**src/rtl/op_display_pkg.sv**
```systemverilog
// Shared types for the opcode display queue.
package op_display_pkg;

    typedef logic [3:0] op_t;

    // Code the 7-segment decoder renders as "-".
    localparam op_t OP_IDLE = 4'hF;

    typedef enum logic {
        IDLE,
        SHOW
    } disp_state_t;

endpackage

```
**src/rtl/op_display_queue_if.sv**
```systemverilog
// Opcode capture/display bus between the decode stage, the queue and the 7-seg decoder.
interface op_display_queue_if #(
    parameter int unsigned DEPTH  = 8,
    parameter int unsigned DROP_W = 8
);
    import op_display_pkg::*;

    logic                         op_valid;
    op_t                          op_in;
    op_t                          op_out;
    logic                         op_showing;
    logic [$clog2(DEPTH+1)-1:0]   fifo_count;
    logic                         overflow;
    logic [DROP_W-1:0]            drop_cnt;

    modport master (
        output op_valid, op_in,
        input  op_out, op_showing, fifo_count, overflow, drop_cnt
    );

    modport slave (
        input  op_valid, op_in,
        output op_out, op_showing, fifo_count, overflow, drop_cnt
    );

endinterface

```
**src/rtl/op_fifo.sv**
```systemverilog
// Circular opcode buffer. A push on a full buffer is accepted when a pop occurs in the
// same cycle; pointers wrap naturally and occupancy is tracked in a separate counter.
module op_fifo
    import op_display_pkg::*;
#(
    parameter  int unsigned DEPTH = 8,
    localparam int unsigned PW    = $clog2(DEPTH),
    localparam int unsigned CW    = $clog2(DEPTH + 1)
) (
    input  logic          clk,
    input  logic          reset,
    input  logic          push,
    input  logic          pop,
    input  op_t           din,
    output op_t           dout,
    output logic [CW-1:0] count,
    output logic          full,
    output logic          empty
);

    op_t           mem [DEPTH];
    logic [PW-1:0] wr_ptr;
    logic [PW-1:0] rd_ptr;
    logic          wr_en;
    logic          rd_en;

    assign full  = (count == CW'(DEPTH));
    assign empty = (count == '0);
    assign rd_en = pop && !empty;
    assign wr_en = push && (!full || rd_en);
    assign dout  = mem[rd_ptr];

    // Storage array; contents need no reset because count gates every read.
    always_ff @(posedge clk) begin
        if (wr_en) begin
            mem[wr_ptr] <= din;
        end
    end

    // Pointer and occupancy bookkeeping.
    always_ff @(posedge clk or posedge reset) begin
        if (reset) begin
            wr_ptr <= '0;
            rd_ptr <= '0;
            count  <= '0;
        end else begin
            if (wr_en) wr_ptr <= wr_ptr + 1'b1;
            if (rd_en) rd_ptr <= rd_ptr + 1'b1;
            case ({wr_en, rd_en})
                2'b10:   count <= count + 1'b1;
                2'b01:   count <= count - 1'b1;
                default: count <= count;
            endcase
        end
    end

endmodule

```
**src/rtl/op_display_queue.sv**
```systemverilog
// Buffers decoded opcodes and holds each on op_out for a human-readable time.
// Optional feature macro OP_DISPLAY_STEP_EN: when defined, a debounced step pulse
// advances the display instead of the hold timer, and the timer is not built.
module op_display_queue
    import op_display_pkg::*;
#(
    parameter int unsigned DEPTH       = 8,
    parameter int unsigned HOLD_CYCLES = 25_000_000,
    parameter int unsigned DROP_W      = 8
) (
    input logic                clk,
    input logic                reset,
`ifdef OP_DISPLAY_STEP_EN
    input logic                step,
`endif
    op_display_queue_if.slave  bus
);

    disp_state_t       state;
    op_t               op_out_q;
    logic              showing_q;
    logic              overflow_q;
    logic [DROP_W-1:0] drop_cnt_q;

    op_t               head;
    logic              full;
    logic              empty;
    logic              pop;
    logic              advance;
    logic              drop;

`ifdef OP_DISPLAY_STEP_EN
    assign advance = step;
`else
    localparam int unsigned TW = (HOLD_CYCLES > 1) ? $clog2(HOLD_CYCLES) : 1;
    logic [TW-1:0] timer;
    assign advance = (timer == '0);
`endif

    // A pop happens whenever the display is free (IDLE) or its current entry is done.
    assign pop  = !empty && ((state == IDLE) || advance);
    assign drop = bus.op_valid && full && !pop;

    op_fifo #(
        .DEPTH (DEPTH)
    ) u_fifo (
        .clk   (clk),
        .reset (reset),
        .push  (bus.op_valid),
        .pop   (pop),
        .din   (bus.op_in),
        .dout  (head),
        .count (bus.fifo_count),
        .full  (full),
        .empty (empty)
    );

    // Display FSM with registered outputs and hold timer.
    always_ff @(posedge clk or posedge reset) begin
        if (reset) begin
            state     <= IDLE;
            op_out_q  <= OP_IDLE;
            showing_q <= 1'b0;
`ifndef OP_DISPLAY_STEP_EN
            timer     <= '0;
`endif
        end else begin
            case (state)
                IDLE: begin
                    if (!empty) begin
                        op_out_q  <= head;
                        showing_q <= 1'b1;
                        state     <= SHOW;
`ifndef OP_DISPLAY_STEP_EN
                        timer     <= TW'(HOLD_CYCLES - 1);
`endif
                    end
                end
                SHOW: begin
                    if (advance) begin
                        if (!empty) begin
                            // Back-to-back entries: no blank gap between opcodes.
                            op_out_q <= head;
`ifndef OP_DISPLAY_STEP_EN
                            timer    <= TW'(HOLD_CYCLES - 1);
`endif
                        end else begin
                            op_out_q  <= OP_IDLE;
                            showing_q <= 1'b0;
                            state     <= IDLE;
                        end
                    end
`ifndef OP_DISPLAY_STEP_EN
                    else begin
                        timer <= timer - 1'b1;
                    end
`endif
                end
                default: state <= IDLE;
            endcase
        end
    end

    // Sticky overflow flag and saturating drop counter.
    always_ff @(posedge clk or posedge reset) begin
        if (reset) begin
            overflow_q <= 1'b0;
            drop_cnt_q <= '0;
        end else if (drop) begin
            overflow_q <= 1'b1;
            if (drop_cnt_q != '1) drop_cnt_q <= drop_cnt_q + 1'b1;
        end
    end

    assign bus.op_out     = op_out_q;
    assign bus.op_showing = showing_q;
    assign bus.overflow   = overflow_q;
    assign bus.drop_cnt   = drop_cnt_q;

endmodule

```
**src/flat_wrapper.sv**
```systemverilog
// flat-port wrapper written by rule: the top's interface ports become plain ports
module op_display_queue_flat import op_display_pkg::*;
#(
    parameter int unsigned DEPTH       = 8,
    parameter int unsigned HOLD_CYCLES = 25_000_000,
    parameter int unsigned DROP_W      = 8
)
  (clk, reset, bus_op_valid, bus_op_in, bus_op_out, bus_op_showing, bus_fifo_count, bus_overflow, bus_drop_cnt);
  op_display_queue_if #(.DEPTH(DEPTH), .DROP_W(DROP_W)) bus_i ();
  input logic clk;
  input logic reset;
  input wire logic [$bits(bus_i.op_valid)-1:0] bus_op_valid;
  input wire logic [$bits(bus_i.op_in)-1:0] bus_op_in;
  output wire logic [$bits(bus_i.op_out)-1:0] bus_op_out;
  output wire logic [$bits(bus_i.op_showing)-1:0] bus_op_showing;
  output wire logic [$bits(bus_i.fifo_count)-1:0] bus_fifo_count;
  output wire logic [$bits(bus_i.overflow)-1:0] bus_overflow;
  output wire logic [$bits(bus_i.drop_cnt)-1:0] bus_drop_cnt;
  assign bus_i.op_valid = bus_op_valid;
  assign bus_i.op_in = bus_op_in;
  assign bus_op_out = bus_i.op_out;
  assign bus_op_showing = bus_i.op_showing;
  assign bus_fifo_count = bus_i.fifo_count;
  assign bus_overflow = bus_i.overflow;
  assign bus_drop_cnt = bus_i.drop_cnt;
  op_display_queue #(.DEPTH(DEPTH), .HOLD_CYCLES(HOLD_CYCLES), .DROP_W(DROP_W)) u_core (.clk(clk), .reset(reset), .bus(bus_i));
endmodule
```
**config.mk**
```make
export PLATFORM = sky130hd
export DESIGN_NAME = op_display_queue_flat
export DESIGN_NICKNAME = d
export VERILOG_FILES = /design/src/rtl/op_display_pkg.sv /design/src/rtl/op_display_queue_if.sv /design/src/rtl/op_fifo.sv /design/src/rtl/op_display_queue.sv /design/src/flat_wrapper.sv
export SDC_FILE = /design/constraint.sdc
export NUM_CORES = 1
export LEC_CHECK = 0
export CAP_MARGIN = 20
export CORE_ASPECT_RATIO = 1.2
export CORE_MARGIN = 2
export CORE_UTILIZATION = 55
export DETAILED_ROUTE_END_ITERATION = 7
export PLACE_DENSITY = 0.75
export SYNTH_ARGS = -nofsm -noshare
export SYNTH_HDL_FRONTEND = slang
export SYNTH_SLANG_ARGS = --single-unit
```
**constraint.sdc**
```tcl
create_clock -name clk -period 4.5 [get_ports clk]
set_input_delay 0.675 -clock clk [delete_from_list [all_inputs] [get_ports clk]]
set_output_delay 0.675 -clock clk [all_outputs]
set_load 0.02 [all_outputs]
```
Word level (Yosys, flattened, before mapping) --
Memories as Yosys holds them, arrays and structs flattened. Cells that the tools add are included.
Word-level totals: bits of input ports 7, memories 1, logic and storage cells 57, register bits after elaboration 50, output and inout bits 18, bits in writable memories 32
Operators by class: bitwise logic cells 1, reductions and logical operators 16, eq/ne operators 7, $add $sub $neg 6, mux-type cells 17
Memories:
- u_core.u_fifo.mem | depth 8, bits a word 4, rd ports 1, clocked after Yosys merged registers in 0, wr ports 1, line op_fifo.sv:21 | op_t mem [DEPTH];
Operators by type and width (count):
- $mux W25 | 2
- $pmux W25 S2 | 1
- $logic_not A25 Y1 | 1
- $sub A25 B1 Y25 const B | 1
- $pmux W4 S2 | 2
- $mux W4 | 3
- $add A8 B1 Y8 const B | 1
- $ne A8 B8 Y1 const B | 1
- $mux W1 | 7
- $add A3 B1 Y3 const B | 2
- $ne A2 B2 Y1 const B | 3
- $logic_and A1 B1 Y1 | 5
- $add A4 B1 Y4 const B | 1
- $eq A4 B4 Y1 const B | 1
- $logic_not A4 Y1 | 1
- $pmux W1 S2 | 2
- $reduce_and A2 Y1 | 2
- $sub A4 B1 Y4 const B | 1
- $logic_not A1 Y1 | 3
- $reduce_and A3 Y1 | 1
- $eq A2 B1 Y1 const B | 1
- $eq A2 B2 Y1 const B | 1
- $logic_or A1 B1 Y1 | 2
- $reduce_bool A2 Y1 | 1
- $not A1 Y1 | 1

Logic depth before layout (Yosys ltp) --
Gate-level depths: netlist of run 1.
depth after elaboration 8, mapped depth 13

Modules after synthesis --
From an unflattened synthesis of run 1, not the netlist that was laid out.
Unflattened totals: cells, all modules 348, area total of the unflattened synthesis 4051.4 um^2
By module, submodules not included:
- op_display_queue | area an instance 2173.3 um^2, cells an instance 230, times used 1, sequential area each 1006.0 um^2
- op_fifo | area an instance 1878.1 um^2, cells an instance 118, times used 1, sequential area each 1211.2 um^2

Worst setup path after synthesis of run 1 --
No wires, ideal clock.
kind register -> register, start reg u_core.timer[0], end reg u_core.u_fifo.count[1], slack 1.650 ns, data arrival time 2.738 ns, cell stages (with the launch flop) 14, library setup time 0.111 ns, path buffers 1, cells stage by stage dfrtp_1 > inv_1 > ha_1 > nor3b_1 > nand4_1 > o21ai_2 > buf_2 > nand2_1 > xnor2_1 > ha_1 > o21ai_0 > a21oi_1 > nor2_1 > a222oi_1
On the way: longest elaborated chain between the ends 8, elaborated cells between the ends (all ways) 10
Ends and longest elaborated chain:
- from (decl) | line op_display_queue.sv:36 | logic [TW-1:0] timer;
- from (signal assigned) | line op_display_queue.sv:75 | timer <= TW'(HOLD_CYCLES - 1);
- from (signal assigned) | line op_display_queue.sv:85 | timer <= TW'(HOLD_CYCLES - 1);
- from (signal assigned) | line op_display_queue.sv:95 | timer <= timer - 1'b1;
- $logic_not A25 Y1 * | line op_display_queue.sv:37 | assign advance = (timer == '0);
- $logic_or A1 B1 Y1 * | line op_display_queue.sv:41 | assign pop = !empty && ((state == IDLE) || advance);
- $logic_and A1 B1 Y1 * | line op_display_queue.sv:41
- $logic_and A1 B1 Y1 * | line op_fifo.sv:29 | assign rd_en = pop && !empty;
- $logic_or A1 B1 Y1 | line op_fifo.sv:30 | assign wr_en = push && (!full || rd_en);
- $logic_and A1 B1 Y1 | line op_fifo.sv:30
- $eq A2 B1 Y1 / $eq A2 B2 Y1 (equally long branches) | line op_fifo.sv:49 | case ({wr_en, rd_en})
- $pmux W4 S2 / $reduce_bool A2 Y1 (equally long branches)
- to (signal assigned) | line op_fifo.sv:50 | 2'b10: count <= count + 1'b1;
- to (signal assigned) | line op_fifo.sv:51 | 2'b01: count <= count - 1'b1;
- to (signal assigned) | line op_fifo.sv:52 | default: count <= count;
- to (decl) | line op_fifo.sv:16 | output logic [CW-1:0] count,
Mark *: on every way between the ends. The rest lies on a longest branch, timed or not. A chain may end at the register's enable or synchronous reset.

Final worst setup path of run 1 --
start reg u_core.timer[0], end mem u_core.u_fifo.mem[0][2] (netlist name), enable pin
On the way: longest elaborated chain between the ends 8
Ends and longest elaborated chain:
- $logic_not A25 Y1 | line op_display_queue.sv:37
- $logic_or A1 B1 Y1 | line op_display_queue.sv:41
- $logic_and A1 B1 Y1 | line op_display_queue.sv:41
- $logic_and A1 B1 Y1 | line op_fifo.sv:29
- $logic_or A1 B1 Y1 | line op_fifo.sv:30
- $logic_and A1 B1 Y1 | line op_fifo.sv:30
- $mux W1 | line op_fifo.sv:35 | if (wr_en) begin
- $mux W1 (not written as such) | line op_fifo.sv:36 | mem[wr_ptr] <= din;
- to (decl) | line op_fifo.sv:21
Every way passes these cells.

==> summary.md, run 1 <==
| Metric | Value |
|---|---|
| Crit. End Element | flip-flop |
| Synth Flop Type | dfrtp_1 |
| Die X | 82.2 um |
| # diodes | 0 |
| DP Wirelength | 5.53 mm |
| H-tree depth | 3 |
| # clock sinks | 82 |
| P per Cell Area | 473 nW/um^2 |
| Total grt overflow | 0 |
| Hold path depth | 1 |
| Sequential power share | 52.3% |
| WL per Instance | 17.6 um |
| Syn_nets | 350 |
| # resized after CTS | 0 |
| Starting DRT DRC Count | 177 |
| Final min period | 3.11 ns |
| Die ar. | 8040 um^2 |
| Worst VDD drop | 0.243 mV |
| CP Launch Type | flip-flop |
| Yosys reg bits | 82 |
| IO buf count | 24 |
| Hold_sp | u_core.bus.drop_cnt[6] |
| Relative slew slack | 39.4% |
| Initial antenna violation count | 0 |
| Setup violators final | 0 |
| RR Startpoint | u_core.timer[0] |
| Synth async-reset ratio | 61.0% |
| Critical path class | reg2reg |
| First-pass GRT wire length | 13.4 mm |
| Vias per inst | 6.18 |
| Area after DPL | 4300 um^2 |
| Actual slew at the worst max-slew pin | 0.902 ns |
| Design Area, Final | 4500 um^2 |
| Yosys Warn Count | 0 |
| RSZ-0062 raised after global routing | false |
| Clock transition at path regs | 0.08 ns |
| Combinational share of power | 24.5% |
| Required time of the critical path | 4.48 ns |
| Nets | 370 |
| Sequential cell area fraction in the yosys report | 54.9% |
| Skew final | 0.00497 ns |
| Synthesis-to-finish area growth | 11.6% |
| Fillers | 551 |
| CTS tree | done |
| Yosys top cell area share | 28.5% |
| Pleak | 1.68 nW |
| Pins over their slew limit | 0 |
| Area contributors post-synth | dfrtp_1 (29%), edfxtp_1 (24%), mux4_2 (4.5%) |
| Max Root-Sink Buffers | 2 |
| # hold bufs at CTS | 0 |
| Clock share of power | 23.2% |
| Worst reg-to-reg setup slack | 1.39 ns |
| Mapped Cells | 338 |
| Vias | 2,798 |
| Number of enable flip-flop cells after synthesis | 32 |
| Int Power | 1.42 mW |
| Final worst path period share | 69.2% |
| Gr usage total | 21.8% |
| Net Sw Frac | 33.4% |
| CTS root buffer | clkbuf_8 |
| Total Neg Setup Slack | 0 ns |
| CTS Buf Count | 9 |
| Largest area contributor in the netlist | dfrtp_1 |
| Peak fanout along the critical path | 33 |
| Row cnt | 34 |
| Routability cong. | 0.803 |
| Drt drc | 0 |
| Reg2reg end | u_core.u_fifo.mem[0][2] |
| Final wirelength | 7.98 mm |
| Core Area | 7190 um^2 |
| Worst path arrival time | 3.10 ns |
| Remaining antenna violation count after routing | 0 |
| Cells on worst reg2reg path | 8 |
| Post-CTS Setup Inserts | 0 |
| Final Hold Viols | 0 |
| I/O Pins | 25 |
| Highest clock rate | 321 MHz |
| Mapped Area | 4040 um^2 |
| Syn Area/Cell | 11.9 um^2 |
| Vias in the first global route | 2,745 |
| Max-cap viol count | 0 |
| Initial Utilization | 56.1% |
| Largest net degree at the start of global routing | 51 |
| Netlist cell types | 60 |
| Min-delay worst type | reg2reg |
| Sequential Area | 2220 um^2 |
| Drt first pass iters | 5 |
| Multi-input logic area | 1660 um^2 |
| Psw | 0.711 mW |
| Worst Hold Path EP | u_core.bus.drop_cnt[6] |
| Die Y | 97.8 um |
| Fin Hold WS | 0.505 ns |
| Layout cells sized above 1 | 14.0% |
| Status | finished, final reports clean |
| Clk Latency, worst-skew pair | 0.35 ns |
## how the worst max path moves through the flow
| stage | start | end | slack (ns) | cells past startpoint |
|---|---|---|---|---|
| CTS | u_core.timer[0] | u_core.u_fifo.mem[0][2] | 1.40 | 8 |
| finish | u_core.timer[0] | u_core.u_fifo.mem[0][2] | 1.39 | 8 |
| global placement | u_core.timer[0] | u_core.u_fifo.mem[0][2] | 1.62 | 8 |
| detailed placement | u_core.timer[0] | u_core.u_fifo.mem[0][3] | 1.43 | 8 |
| global route | u_core.timer[0] | u_core.u_fifo.mem[0][2] | 1.09 | 8 |
| floorplan | u_core.timer[0] | u_core.u_fifo.count[1] | 1.65 | 13 |
## metrics by stage
step                cells  total power, mW  utilization, %  setup WS [ns]
finish                453             2.13            62.6           1.39
global route          453             2.27            62.6           1.09
CTS                   452             2.14            62.4           1.40
detailed placement    436             1.65            59.8           1.43
global placement      436             1.62            59.8           1.62
floorplan             338             1.48               -           1.65
## cell type report
type | count | share of cell area [%]
clock inverter | 4 | 0.583
multi-input combinational | 224 | 36.8
sequential | 82 | 49.2
tap | 90 | 2.50
clock buffer | 12 | 3.56
inverter | 13 | 1.08
timing repair buffer | 28 | 6.28
## power by group through the flow
stage | Clock [mW] | Sequential, mW | Combinational [mW]
after floorplan | 0 | 1.09 | 0.388
after detailed placement | 0 | 1.13 | 0.522
after global placement | 0 | 1.12 | 0.506
after CTS | 0.507 | 1.11 | 0.524
after global routing | 0.545 | 1.14 | 0.588
final | 0.495 | 1.11 | 0.522
## cells in the mapped netlist, types with 2 or more instances
| master | n |
|---|---|
| clkbuf_1 | 6 |
| mux4_2 | 8 |
| mux2i_1 | 8 |
| or3_1 | 2 |
| nand3_1 | 9 |
| ha_1 | 5 |
| xnor2_1 | 9 |
| a2bb2oi_1 | 5 |
| a21oi_1 | 11 |
| o31ai_1 | 13 |
| or4_1 | 4 |
| or4_4 | 2 |
| mux2_2 | 2 |
| nor4_2 | 2 |
| dfstp_2 | 4 |
| nor4_1 | 8 |
| o21ai_0 | 16 |
| inv_1 | 13 |
| nor2_2 | 2 |
| o41ai_1 | 5 |
| nand2b_1 | 3 |
| o211ai_1 | 4 |
| nor3_2 | 3 |
| a22oi_1 | 3 |
| o21bai_1 | 2 |
| xor2_1 | 9 |
| buf_2 | 6 |
| a21oi_2 | 2 |
| a41oi_1 | 3 |
| buf_6 | 4 |
| nand2_1 | 13 |
| nor2_1 | 29 |
| nand4_1 | 2 |
| a21o_1 | 2 |
| a31oi_1 | 7 |
| dfrtp_1 | 46 |
| nor3_1 | 12 |
| edfxtp_1 | 32 |
## worst max-delay path, stage by stage, from the launching register on
cell      delay, ns
dfrtp_1        0.40
inv_1          0.10
ha_1           0.21
nor3b_1        0.37
nand4_1        0.33
o21ai_2        0.23
buf_4          0.34
o211ai_1       0.21
nor3_1         0.55
## flip-flops by register name, indices dropped and copies added, names as in the netlist
register and flops:
u_core.bus.overflow 1, u_core.bus.op_out 4, u_core.u_fifo.count 4, u_core.timer 25, u_core.bus.drop_cnt 8, u_core.u_fifo.mem 32, u_core.bus.op_showing 1, u_core.state 1
u_core.u_fifo.wr_ptr 3, u_core.u_fifo.rd_ptr 3
## routing by layer
metal	routed length (um)	track usage, %	part of all wire (%)	vias to the layer above
li1	-	-	-	1331
met4	150	7.95	1.9	0
met2	4140	35.0	52	65
met5	0	0	0	-
met3	324	4.99	4.1	12
met1	3370	28.7	42	1390
## cell usage in the layout (no fill, tap or decap), types with 5 or more instances in the layout
cell and n:
o41ai_1 5, nor3_1 12, ha_1 5, edfxtp_1 32, clkbuf_8 9, o31ai_1 13
xnor2_1 9, o21ai_0 16, clkdlybuf4s50_1 24, mux4_2 8, inv_1 12, mux2i_1 8
xor2_1 9, nand2_1 13, a31oi_1 7, nor4_1 8, nor2_1 29, nand3_1 9
a21oi_1 11, dfrtp_1 46, a2bb2oi_1 5
## kinds of logic (layout without fill, tap and decap cells)
group,count (synthesis),count (layout),synth area share (%)
compound gates,83,83,14.5
xor+xnor,18,18,3.91
fa+ha+maj,5,5,1.55
buf+inv,32,57,4.03
flops,82,82,54.9
mux,19,19,7.29
simple gates,99,99,13.8
No activity file was read; power rests on OpenSTA's default activity.
==> run 2: changes to the inputs <==
--- a/config.mk
+++ b/config.mk
@@ -8,7 +8,7 @@
 export CAP_MARGIN = 20
 export CORE_ASPECT_RATIO = 1.2
 export CORE_MARGIN = 2
-export CORE_UTILIZATION = 55
+export CORE_UTILIZATION = 53
 export DETAILED_ROUTE_END_ITERATION = 7
 export PLACE_DENSITY = 0.75
 export SYNTH_ARGS = -nofsm -noshare
==> constraint.sdc (replaced) <==
create_clock -name clk -period 2.6 [get_ports clk]
set_input_delay 0.39 -clock clk [delete_from_list [all_inputs] [get_ports clk]]
set_output_delay 0.39 -clock clk [all_outputs]
set_load 0.02 [all_outputs]
==> run 2 against run 1 <==
Against the previous run:
- flip-flop and latch count unchanged
- fmax increased by 27%
- setup slack got worse by 1.2 ns
- die area increased by 3.6%
- clock-buffer cell count unchanged
- via count increased by 2.8%
- sequential power grew 75%
- clock power up 110%
- critical endpoint is now u_core.u_fifo.count[1]
==> summary.md, run 2 (synthesis results as in run 1) <==
| Metric | Value |
|---|---|
| Status | finished, final reports clean |
| Vias in the first global route | 2,927 |
| Row cnt | 34 |
| Final core occ | 65.3% |
| Max FFs per register | 32 |
| Initial Utilization | 55.1% |
| Final Hold Viols | 0 |
| Final Power | 4.01 mW |
| IO buf count | 24 |
| P per Cell Area | 841 nW/um^2 |
| Synthesis-to-finish area growth | 18.4% |
| Vias per inst | 6.05 |
| Global routing's busiest layer | met2 |
| H-tree depth | 3 |
| Final worst path period share | 94.3% |
| Sequential power share | 48.3% |
| Vias | 2,876 |
| # diodes | 0 |
| Critical-path cell list | inv_2 > ha_4 > nor3b_4 > nand4_1 > o21ai_2 > nand2_1 > xnor2_1 > ha_1 > o21ai_1 > a21oi_2 > nor2_1 > a222oi_1 |
| Int Power | 2.69 mW |
| Die ar. | 8330 um^2 |
| Setup violators final | 0 |
| Pins over their slew limit | 0 |
| # clock sinks | 82 |
| Largest net degree at the start of global routing | 32 |
| Die X | 83.7 um |
| Most common cell after layout, fill and taps aside | dfrtp_1 |
| CP Launch Type | flip-flop |
| Area after DPL | 4440 um^2 |
| Clock share of power | 25.9% |
| Gr usage total | 22.4% |
| Combinational share of power | 25.8% |
| Crit-path slowest cell | dfrtp_1 |
| Dpl ws | 0.0227 ns |
| DP Wirelength | 6.03 mm |
| Max Root-Sink Buffers | 2 |
| CTS Buf Count | 9 |
| CTS tree | done |
| Nets | 392 |
| First-pass GRT wire length | 14.6 mm |
| Net Sw Frac | 33.0% |
| Clk Latency, worst-skew pair | 0.35 ns |
| Worst VDD drop | 0.447 mV |
| Met2 Usage GRT | 39.0% |
| GRT met1 Usage | 27.8% |
| Layout cells sized above 1 | 21.3% |
| I/O Pins | 25 |
| Highest clock rate | 408 MHz |
| Drt first pass iters | 4 |
| Required time of the critical path | 2.85 ns |
| Final min period | 2.45 ns |
| Routability cong. | 0.852 |
| Peak fanout along the critical path | 3 |
| Core Area | 7320 um^2 |
| Remaining antenna violation count after routing | 0 |
| Clock transition at path regs | 0.09 ns |
| Skew final | 0.0147 ns |
| Die Y | 99.6 um |
| Design Area, Final | 4780 um^2 |
| Pleak | 1.81 nW |
| Initial antenna violation count | 0 |
| Reg with most FFs | u_core.u_fifo.mem |
| Actual slew at the worst max-slew pin | 0.670 ns |
| Max-cap viol count | 0 |
| Critical Path Max Stage Delay | 0.39 ns |
| Relative slew slack | 55.0% |
| Met3 Use GR | 3.07% |
| WL per Instance | 18.5 um |
| Critical path class | reg2reg |
| Starting DRT DRC Count | 230 |
| Drt drc | 0 |
| # hold bufs at CTS | 0 |
| Setup ws final | 0.149 ns |
| Psw | 1.32 mW |
| Most frequent cells in the layout | dfrtp_1 (45), edfxtp_1 (32), nor2_1 (29) |
| Min-delay worst type | in2async |
| Worst path arrival time | 2.70 ns |
| Final wirelength | 8.80 mm |
| Total grt overflow | 0 |
| Crit. End Element | flip-flop |
| CTS root buffer | clkbuf_8 |
==> run 2: worst paths after layout <==
kind                                         from                endpoint  slack, ns  cells after the start
hold / removal                              reset        u_core.timer[23]       0.31                      2
setup reg to reg                  u_core.timer[0]  u_core.u_fifo.count[1]       0.15                     12
hold reg to reg            u_core.bus.drop_cnt[6]  u_core.bus.drop_cnt[6]       0.50                      1
max in group asynchronous                   reset    u_core.bus.op_out[2]       1.66                      3
setup / recovery                  u_core.timer[0]  u_core.u_fifo.count[1]       0.15                     12
min in group clk           u_core.bus.drop_cnt[6]  u_core.bus.drop_cnt[6]       0.50                      1
==> run 2: metrics by stage <==
step	hold WS [ns]	cells	TNS [ns]
2_1_floorplan	0.466	338	0
3_3_place_gp	0.488	451	0
3_5_place_dp	0.487	451	0
4_1_cts	0.322	467	0
5_1_grt	0.350	475	-0.0282
6_report	0.314	475	0
==> run 2: what timing repair did <==
action                     in CTS  in global routing
setup buffers                   0                  8
pin swaps                       0                  9
gates cloned                    0                  0
resized for setup               2                  7
setup endpoints to repair       1                  2
==> run 2: per-layer routing <==
layer	vias to the layer above	wire, um
met2	64	4670
met3	9	292
met1	1431	3700
met5	-	0
li1	1372	-
met4	0	132
==> run 2: power groups by stage <==
stage	combinational, mW	clock (mW)	sequential, mW
6_report	1.04	1.04	1.94
5_1_grt	1.15	1.11	1.98
4_1_cts	0.977	1.05	1.93
3_5_place_dp	0.966	0	1.95
3_3_place_gp	0.927	0	1.93
2_1_floorplan	0.679	0	1.89
==> run 2: cell type report <==
cell class | instances | area [um^2]
inverter | 13 | 48.8
multi-input combinational | 224 | 1730
sequential | 82 | 2220
clock buffer | 12 | 178
timing repair buffer | 50 | 435
clock inverter | 4 | 55.1
tap | 90 | 113
fill | 543 | 2540
==> run 2: worst max-delay path: cells and delay by family (launching register included) <==
family	cells	cell delay [ns]
compound gates	4	0.74
flops	1	0.39
fa+ha+maj	2	0.45
xor+xnor	1	0.14
simple gates	4	0.53
buf+inv	1	0.09
==> run 3: changes to the inputs <==
--- a/config.mk
+++ b/config.mk
@@ -7,7 +7,7 @@
 export LEC_CHECK = 0
 export CAP_MARGIN = 20
 export CORE_ASPECT_RATIO = 1.2
-export CORE_MARGIN = 2
+export CORE_MARGIN = 8
 export CORE_UTILIZATION = 53
 export DETAILED_ROUTE_END_ITERATION = 7
 export PLACE_DENSITY = 0.75
==> run 3 against run 2 <==
Against the previous run:
- largest cell class unchanged
- via count up 2.0%
- routed wire length rose by 0.13%
- sequential share of layout area grew 0.49 points
- final cell count decreased by 0.42%
- combinational power about the same
==> summary.md, run 3 (synthesis results as in run 1) <==
| Metric | Value |
|---|---|
| Actual slew at the worst max-slew pin | 0.819 ns |
| Area after DPL | 4470 um^2 |
| IO buf count | 24 |
| Max Root-Sink Buffers | 2 |
| Final core occ | 62.7% |
| Gr usage total | 17.4% |
| Status | finished, final reports clean |
| CTS tree | done |
| Crit path top cell by count | o21ai_2 |
| Core Area | 7530 um^2 |
| Critical Path Max Stage Delay | 0.42 ns |
| Drt first pass iters | 4 |
| Sequential Area | 2220 um^2 |
| Row cnt | 35 |
| Largest net degree at the start of global routing | 32 |
| CP Launch Type | flip-flop |
| CTS Buf Count | 9 |
| Vias in the first global route | 2,969 |
| Final Hold Viols | 0 |
| Pleak | 1.78 nW |
| Nets | 388 |
| Max-cap viol count | 0 |
| Starting DRT DRC Count | 170 |
| WL per Instance | 18.6 um |
| Max FFs per register | 32 |
| CTS root buffer | clkbuf_8 |
| Required time of the critical path | 2.86 ns |
| Final min period | 2.55 ns |
| DP Wirelength | 6.05 mm |
| Crit-path slowest cell | dfrtp_1 |
| # diodes | 0 |
| Layout cells sized above 1 | 21.5% |
| Pins over their slew limit | 0 |
| Die Y | 112 um |
| Fin cells | 473 |
| Final worst path period share | 98.1% |
| Skew final | 0.0136 ns |
| Critical-path cell list | inv_2 > ha_4 > nor3b_4 > nand4_1 > o21ai_2 > nand2_2 > xnor2_2 > ha_1 > o21ai_2 > a21oi_2 > nor2_1 > a222oi_1 |
| Final wirelength | 8.81 mm |
| I/O Pins | 25 |
| Die X | 95.7 um |
| Peak fanout along the critical path | 4 |
| Total grt overflow | 0 |
| Drt drc | 0 |
| Crit. End Element | flip-flop |
| First-pass GRT wire length | 14.6 mm |
| Clock transition at path regs | 0.10 ns |
| Vias | 2,934 |
| P per Cell Area | 821 nW/um^2 |
| Reg with most FFs | u_core.u_fifo.mem |
| Most common cell after layout, fill and taps aside | dfrtp_1 |
| # clock sinks | 82 |
| Setup violators final | 0 |
| Routability cong. | 0.826 |
| Design Area, Final | 4730 um^2 |
| H-tree depth | 3 |
| Fillers | 607 |
| Worst VDD drop | 0.616 mV |
| Vias per inst | 6.20 |
| Critical path class | reg2reg |
| # hold bufs at CTS | 0 |
| Die ar. | 10,700 um^2 |
| Multi-input logic area | 1730 um^2 |
| Cell total after placement | 455 |
| Remaining antenna violation count after routing | 0 |
| Initial Utilization | 53.6% |
| RSZ-0062 raised after global routing | true |
| Highest clock rate | 392 MHz |
| Min-delay worst type | in2async |
| Clk Latency, worst-skew pair | 0.36 ns |
| Most frequent cells in the layout | dfrtp_1 (45), edfxtp_1 (32), nor2_1 (29) |
| Relative slew slack | 45.4% |
| Worst path arrival time | 2.81 ns |
| Initial antenna violation count | 0 |
| Synthesis-to-finish area growth | 17.1% |
| Final Power | 3.88 mW |
run 3: cell count changes in the layout (fill, tap and decap cells not counted), sizes merged:
cell	change
buf	-4
clkbuf	-3
inv	+3
bufinv	-1
clkinvlp	+1
run 3: where the power goes:
group / switching [mW] / internal [mW] / total [mW] / leakage [nW]
combinational: 0.529 / 0.506 / 1.03 / 0.800
clock: 0.531 / 0.375 / 0.906 / 0.0931
sequential: 0.329 / 1.61 / 1.94 / 0.887
total: 1.39 / 2.49 / 3.88 / 1.78
run 3: final cells by class:
type | count | share of cell area (%)
inverter | 13 | 1.03
clock buffer | 9 | 2.62
timing repair buffer | 46 | 8.84
tap | 92 | 2.44
multi-input combinational | 224 | 36.6
sequential | 82 | 46.9
clock inverter | 7 | 1.51
run 3: metal layers:
metal  vias up  GRT usage (%)  share of wire, %
met3        14           4.10               5.2
met1      1450           21.5                42
met5         -              0                 0
li1       1379              -                 -
met2        91           28.3                51
met4         0           6.89               2.0
run 3: critical path: cells and delay by family, from the launching register on:
kind / cells / cell delay [ns]
compound gates: 4 / 0.77
xor+xnor: 1 / 0.14
fa+ha+maj: 2 / 0.49
buf+inv: 1 / 0.10
flops: 1 / 0.42
simple gates: 4 / 0.53
run 3: timing repair:
item	4_1_cts	5_1_grt
pin swaps	0	3
buffers inserted	0	2
setup endpoints to repair	1	3
resized for setup	2	8
run 3: path summary, 6_finish.rpt:
check	startpoint	end	slack, ns	cells after the start
worst max-delay path	u_core.timer[0]	u_core.u_fifo.count[1]	0.05	12
worst min-delay path	reset	u_core.u_fifo.count[2]	0.39	2
worst max register to register	u_core.timer[0]	u_core.u_fifo.count[1]	0.05	12
worst min register to register	u_core.bus.overflow	u_core.bus.overflow	0.49	1
max in group asynchronous	reset	u_core.timer[14]	1.66	3
min in group clk	u_core.bus.overflow	u_core.bus.overflow	0.49	1
run 3: stage by stage:
step	hold WS [ns]	setup TNS, ns	worst slack (ns)
floorplan	0.466	0	0.00398
global placement	0.466	0	0.159
detailed placement	0.474	0	0.0667
CTS	0.409	0	0.0243
global route	0.430	-0.145	-0.134
finish	0.391	0	0.0506
